--- src/rtl/trace_pkg.sv ---
// Shared definitions for the trace capture unit.
//   KIND_GRF / KIND_DM  : out_kind encodings (GRF writeback, DM store)
//   state_t             : capture FSM states RUN / DRAIN / DONE
//   entry_width()       : packed entry size for a given DATA_W
// Entry layout, MSB first: {kind, pc, addr, data} = 1 + 3*DATA_W bits.
package trace_pkg;

  localparam logic KIND_GRF = 1'b0;
  localparam logic KIND_DM  = 1'b1;

  typedef enum logic [1:0] {
    RUN   = 2'd0,
    DRAIN = 2'd1,
    DONE  = 2'd2
  } state_t;

  function automatic int unsigned entry_width(input int unsigned data_w);
    return 1 + 3 * data_w;
  endfunction

endpackage

--- src/rtl/trace_fifo.sv ---
// Dual-push, single-pop circular buffer with a registered head.
//   clk, reset          : clock, synchronous active-high reset
//   push0/data0         : first push slot (enqueued first)
//   push1/data1         : second push slot (enqueued after push0)
//   pop                 : remove the presented head (caller guarantees head_valid)
//   count               : entries held, including the presented head
//   head_valid/head_data: registered head of the queue; head_data holds when empty
// The caller must never push more entries than DEPTH - count + pop.
module trace_fifo #(
  parameter int unsigned DEPTH = 16,
  parameter int unsigned WIDTH = 97
) (
  input  logic                   clk,
  input  logic                   reset,
  input  logic                   push0,
  input  logic [WIDTH-1:0]       data0,
  input  logic                   push1,
  input  logic [WIDTH-1:0]       data1,
  input  logic                   pop,
  output logic [$clog2(DEPTH):0] count,
  output logic                   head_valid,
  output logic [WIDTH-1:0]       head_data
);

  localparam int unsigned AW = $clog2(DEPTH);
  localparam int unsigned CW = AW + 1;

  logic [WIDTH-1:0] mem [DEPTH];
  logic [AW-1:0]    wr_ptr;
  logic [AW-1:0]    rd_ptr;
  logic [AW-1:0]    rd_next;
  logic [AW-1:0]    wr_second;
  logic [AW-1:0]    wr_next;
  logic [CW-1:0]    kept;
  logic [CW-1:0]    count_next;
  logic [WIDTH-1:0] head_next;

  always_comb begin
    rd_next    = rd_ptr + AW'(pop);
    wr_second  = wr_ptr + AW'(push0);
    wr_next    = wr_ptr + AW'(push0) + AW'(push1);
    kept       = count - CW'(pop);
    count_next = kept + CW'(push0) + CW'(push1);
    // When nothing older survives the pop, the new head is this cycle's
    // first push, which is not yet in the array: bypass it.
    if (kept != '0) begin
      head_next = mem[rd_next];
    end else if (push0) begin
      head_next = data0;
    end else begin
      head_next = data1;
    end
  end

  always_ff @(posedge clk) begin
    if (push0) begin
      mem[wr_ptr] <= data0;
    end
    if (push1) begin
      mem[wr_second] <= data1;
    end
  end

  always_ff @(posedge clk) begin
    if (reset) begin
      wr_ptr     <= '0;
      rd_ptr     <= '0;
      count      <= '0;
      head_valid <= 1'b0;
      head_data  <= '0;
    end else begin
      wr_ptr     <= wr_next;
      rd_ptr     <= rd_next;
      count      <= count_next;
      head_valid <= (count_next != '0);
      if (count_next != '0) begin
        head_data <= head_next;
      end
    end
  end

endmodule

--- src/rtl/trace_capture_unit.sv ---
// Trace capture unit: records GRF writeback and DM store events into a FIFO
// while the program runs, detects halt (fetch PC stuck) or cycle timeout,
// then drains the trace over a valid/ready port and reports done.
//   clk, reset               : clock, synchronous active-high reset
//   f_pc                     : fetch PC, used for halt detection
//   grf_we/grf_pc/grf_addr/grf_wd : GRF writeback event
//   dm_we/dm_pc/dm_addr/dm_wd     : DM store event
//   out_ready/out_valid/out_kind/out_pc/out_addr/out_data : trace output
//   overflow (sticky drop), done, timeout (sticky), cycle_cnt (RUN cycles)
// Build option TRACE_ZERO_FILTER_EN: when defined, GRF writes to $0 are
// discarded before capture.
module trace_capture_unit
  import trace_pkg::*;
#(
  parameter int unsigned DEPTH       = 16,
  parameter int unsigned DATA_W      = 32,
  parameter int unsigned HALT_REPEAT = 4,
  parameter int unsigned MAX_CYCLES  = 5000,
  parameter int unsigned CNT_W       = 32
) (
  input  logic              clk,
  input  logic              reset,
  input  logic [DATA_W-1:0] f_pc,
  input  logic              grf_we,
  input  logic [DATA_W-1:0] grf_pc,
  input  logic [4:0]        grf_addr,
  input  logic [DATA_W-1:0] grf_wd,
  input  logic              dm_we,
  input  logic [DATA_W-1:0] dm_pc,
  input  logic [DATA_W-1:0] dm_addr,
  input  logic [DATA_W-1:0] dm_wd,
  input  logic              out_ready,
  output logic              out_valid,
  output logic              out_kind,
  output logic [DATA_W-1:0] out_pc,
  output logic [DATA_W-1:0] out_addr,
  output logic [DATA_W-1:0] out_data,
  output logic              overflow,
  output logic              done,
  output logic              timeout,
  output logic [CNT_W-1:0]  cycle_cnt
);

  localparam int unsigned EW = entry_width(DATA_W);
  localparam int unsigned CW = $clog2(DEPTH) + 1;
  localparam int unsigned HW = $clog2(HALT_REPEAT) + 1;

  state_t            state;
  state_t            state_next;
  logic [CW-1:0]     fifo_count;
  logic              head_valid;
  logic [EW-1:0]     head_data;
  logic              pop;
  logic              grf_keep;
  logic              grf_ev;
  logic              dm_ev;
  logic [CW-1:0]     space;
  logic              push0;
  logic              push1;
  logic              drop;
  logic [EW-1:0]     grf_entry;
  logic [EW-1:0]     dm_entry;
  logic [DATA_W-1:0] prev_pc;
  logic              prev_valid;
  logic [HW-1:0]     halt_cnt;
  logic [HW-1:0]     halt_cnt_next;
  logic              halt_hit;
  logic              timeout_hit;
  logic              drain_empty;

`ifdef TRACE_ZERO_FILTER_EN
  assign grf_keep = (grf_addr != '0);
`else
  assign grf_keep = 1'b1;
`endif

  assign pop = head_valid && out_ready;

  always_comb begin
    grf_ev    = (state == RUN) && grf_we && grf_keep;
    dm_ev     = (state == RUN) && dm_we;
    grf_entry = {KIND_GRF, grf_pc, DATA_W'(grf_addr), grf_wd};
    dm_entry  = {KIND_DM, dm_pc, dm_addr, dm_wd};
    // A same-cycle pop frees one slot for this cycle's pushes.
    space     = CW'(DEPTH) - fifo_count + CW'(pop);
    push0     = grf_ev && (space != '0);
    push1     = dm_ev && (space > CW'(push0));
    drop      = (grf_ev && !push0) || (dm_ev && !push1);
  end

  always_comb begin
    halt_cnt_next = (prev_valid && (f_pc == prev_pc)) ? halt_cnt + HW'(1) : '0;
    halt_hit      = (halt_cnt_next == HW'(HALT_REPEAT - 1));
    timeout_hit   = (cycle_cnt == CNT_W'(MAX_CYCLES - 1));
    // No pushes happen outside RUN, so empty-after-pop means fully drained.
    drain_empty   = (fifo_count == CW'(pop));
  end

  trace_fifo #(
    .DEPTH (DEPTH),
    .WIDTH (EW)
  ) u_fifo (
    .clk        (clk),
    .reset      (reset),
    .push0      (push0),
    .data0      (grf_entry),
    .push1      (push1),
    .data1      (push0 ? dm_entry : dm_entry),
    .pop        (pop),
    .count      (fifo_count),
    .head_valid (head_valid),
    .head_data  (head_data)
  );

  always_comb begin
    state_next = state;
    case (state)
      RUN: begin
        if (halt_hit || timeout_hit) begin
          state_next = DRAIN;
        end
      end
      DRAIN: begin
        if (drain_empty) begin
          state_next = DONE;
        end
      end
      DONE:    state_next = DONE;
      default: state_next = RUN;
    endcase
  end

  always_ff @(posedge clk) begin
    if (reset) begin
      state      <= RUN;
      cycle_cnt  <= '0;
      overflow   <= 1'b0;
      timeout    <= 1'b0;
      prev_pc    <= '0;
      prev_valid <= 1'b0;
      halt_cnt   <= '0;
    end else begin
      state <= state_next;
      if (state == RUN) begin
        if (cycle_cnt != '1) begin
          cycle_cnt <= cycle_cnt + CNT_W'(1);
        end
        prev_pc    <= f_pc;
        prev_valid <= 1'b1;
        halt_cnt   <= halt_cnt_next;
        if (timeout_hit) begin
          timeout <= 1'b1;
        end
        if (drop) begin
          overflow <= 1'b1;
        end
      end
    end
  end

  assign out_valid = head_valid;
  assign {out_kind, out_pc, out_addr, out_data} = head_data;
  assign done = (state == DONE);

endmodule
--- config.mk ---
export PLATFORM = sky130hd
export DESIGN_NAME = trace_capture_unit
export DESIGN_NICKNAME = d
export VERILOG_FILES = /design/src/rtl/trace_pkg.sv /design/src/rtl/trace_fifo.sv /design/src/rtl/trace_capture_unit.sv
export SDC_FILE = /design/constraint.sdc
export NUM_CORES = 2
export LEC_CHECK = 0
export BUFFER_PORTS_ARGS = -buffer_cell sky130_fd_sc_hd__buf_2
export CELL_PAD_IN_SITES_DETAIL_PLACEMENT = 2
export CELL_PAD_IN_SITES_GLOBAL_PLACEMENT = 2
export CORE_MARGIN = 5
export CORE_UTILIZATION = 40
export DETAILED_ROUTE_END_ITERATION = 16
export PLACE_DENSITY = 0.85
export SETUP_SLACK_MARGIN = 0.3
export SLEW_MARGIN = 20
export SYNTH_ARGS = -nofsm -noshare
export SYNTH_HDL_FRONTEND = slang
export SYNTH_SLANG_ARGS = --single-unit
--- constraint.sdc ---
create_clock -name clk -period 7.09 [get_ports clk]
set_input_delay 0.3545 -clock clk [delete_from_list [all_inputs] [get_ports clk]]
set_output_delay 0.3545 -clock clk [all_outputs]
set_load 0.05 [all_outputs]
==> flow_summary.yaml <==
floorplanning:
  start_util_pct: 40.08
  die_area_sq_um: 216100
  row_count: 167
  core_area_sq_um: 206400
  die_x_um: 464.8
  die_h_um: 464.8
  boundaryPins: 335
sta:
  timing.hold.ws_ns: 0.02151
  worst_slew_pin_slew_ns: 1.423
  skew_ns: 0.09302
  setup-violations-final: 0
  rsz0062_at_grt: "false"
  drv_slew: 0
  timing.fmax_mhz: 156.9
  finalHoldViolCount: 0
  max-slew-margin-rel_pct: 5.114
  finalCritPeriodShare_pct: 89.91
  fin_tns_setup_ns: 0
  fin_crit_ns: 6.374
cts:
  postCtsSetupRepairBufs: 0
  clk_latency_ns: 0.95
  htree_levels: 4
  cts.sink_count: 1735
  clockRootBuffer: "clkbuf_16"
  cts_buffers: 185
  cts.path.max_buffers: 3
  cts_tree: "yes"
  clk_pin_slew_worst_paths_ns: 0.07
power:
  p_leak_nw: 31.90
  vdd_drop_max_mv: 0.3502
  power_density_nw_per_um2: 398.9
finish:
  utilization_pct: 45.44
  synthToLayoutAreaGrowth_pct: 13.37
  final_nets: 5698
  n_fill_cell: 19140
  drive_above_1_share_pct: 22.99
global_route:
  grt_start_max_net_pins: 113
  grt_pass1_vias: 66400
  grt_pass1_wl_um: 543500
  antenna_found_initial: 60
  overflow: 0
  grt.total_usage_pct: 35.17
critical_path:
  arrival_ns: 7.15
  cp_data_required_time_ns: 7.87
  startpoint_type: "flip-flop"
  crit_type: "reg2reg"
  cp-end-kind: "flip-flop"
  reg2reg_depth: 20
  cp_max_fo: 48
place:
  dpl.hpwl_um: 193000
  routabilityCongestion: 0.7987
  numPortBuffers: 334
synthesis:
  syn_inst: 5536
  syn_area_sq_um: 82750
  yosys-top-cells-area: "edfxtp_1 56%, mux4_2 13%, a22o_1 11%"
  yosys_most_used_dff: "edfxtp_1"
  synth_most_common_cell: "edfxtp_1"
  synth-async-reset-ratio_pct: 0
  synth_seq_area_share_pct: 60.55
  synth-edff-count: 1536
  yosys-top-cells-count: "1,536 x edfxtp_1, 1,078 x a22o_1, 485 x mux4_2"
  ys_seq_elements: 1735
  syn_area_per_cell_sq_um: 14.95
  yosys.area.top_type: "edfxtp_1"
  synth.top_cell.area_share_pct: 55.74
  synth_nets: 5756
  synth.distinct_cells: 60
  yosys_warnings: 0
routing:
  ant_nets: 0
  first_pass_iters: 7
  dr_total_vias: 64270
  drc: 0
  drtIter0Drc: 12120
  wire_per_inst_um: 46.87
  viasPerCell: 7.659
  wirelength_um: 393300
run:
  cap_violations: 0
worst_hold_path:
  holdPathStages: 3
  hp-class: "in2reg"
status:
  run_status: "finished clean"
-- layout make-up --
cell class              count  area [sq um]  share of cell area [%]
clock inverters            96          1255                   1.338
multi-input cells        2994         29590                   31.54
diodes                     51         127.6                  0.1360
inverters                  16         65.06                 0.06935
flip-flops and latches   1735         50110                   53.41
repair buffers            546          4267                   4.548
clock buffers             250          5024                   5.355
well taps                2704          3383                   3.606
-- path summary, 6_finish.rpt --
path	from	slack, ns	to
min reg2reg	timeout	0.48	timeout
max reg2reg	u_fifo.head_valid	0.72	u_fifo.head_data[29]
min	grf_wd[25]	0.02	u_fifo.mem[13][25]
max	u_fifo.head_valid	0.72	u_fifo.head_data[29]
-- cell usage in the layout, fill, tap and decap left out, types with 19 or more instances in the layout --
| cell type | instances |
|---|---|
| clkbuf_16 | 185 |
| nor2_1 | 107 |
| buf_4 | 77 |
| a22o_1 | 1078 |
| a31oi_1 | 71 |
| clkbuf_1 | 50 |
| and3_1 | 108 |
| dlygate4sd3_1 | 69 |
| edfxtp_1 | 1536 |
| o21ai_0 | 120 |
| a221oi_1 | 27 |
| nand2_1 | 65 |
| buf_12 | 61 |
| buf_2 | 334 |
| clkinv_2 | 27 |
| nor4_1 | 24 |
| xor2_1 | 49 |
| diode_2 | 51 |
| xnor2_1 | 19 |
| nand3_1 | 59 |
| and2_1 | 408 |
| bufinv_16 | 20 |
| mux2i_1 | 34 |
| a21oi_1 | 146 |
| dfxtp_1 | 199 |
| mux4_2 | 485 |
| clkinv_1 | 29 |
-- report_power, final --
part           internal, mW  leakage, nW  switching [mW]
Sequential             12.9         16.0           0.872
Combinational          4.29         12.9            8.67
Clock                  5.77         3.04            4.93
Total                  23.0         31.9            14.5
-- sequential cells by signal, indices dropped and copies added, names as in the netlist --
signal	count
u_fifo.mem	1552
u_fifo.head_data	97
cycle_cnt	32
prev_pc	32
u_fifo.count	5
u_fifo.rd_ptr	4
u_fifo.wr_ptr	4
halt_cnt	3
state	2
overflow	1
prev_valid	1
timeout	1
u_fifo.head_valid	1
-- what timing repair did --
action / in CTS / in global routing
endpoints found under the hold margin: 164 / 0
setup endpoints to repair: 0 / 0
hold buffers: 69 / 0
resized for setup: 0 / 0
-- layer usage --
layer / part of all wire [%] / track usage, %
met2: 45 / 54.51
met4: 8.7 / 26.09
met1: 32 / 41.56
met3: 14 / 10.45
met5: 0.025 / 0
-- kinds of logic after synthesis --
logic type / share of synthesized area, %
AO/OA/AOI/OAI: 14.48
XOR/XNOR: 0.7409
adder cells (fa/ha/maj): 0.2812
buffers and inverters: 4.173
flip-flops: 60.55
multiplexers: 13.61
AND/OR/NAND/NOR: 6.163
-- through the flow --
stage	instance area, sq um	power (mW)	cells	setup slack [ns]
floorplan	82760	21.20	5536	0.3256
global placement	86590	24.69	7921	1.683
detailed placement	86660	25.52	7924	1.245
CTS	93630	36.43	8339	1.133
global route	93770	37.83	8373	0.7415
finish	93820	37.42	8392	0.7157
-- critical path: stages, from the launching register on --
cell	delay, ns
dfxtp_1	0.31
nand2_1	0.31
ha_1	0.33
inv_1	0.09
ha_1	0.34
nor2b_1	0.29
and3_1	0.25
a221oi_4	0.08
ha_1	0.31
or2_2	0.31
a31oi_1	0.30
inv_1	0.13
fa_1	0.47
inv_1	0.10
ha_1	0.28
xor2_1	0.29
and3b_1	0.27
and4_4	0.79
buf_12	0.42
a21oi_1	0.17
a21oi_1	0.34
(Power assumes the default switching activity.)
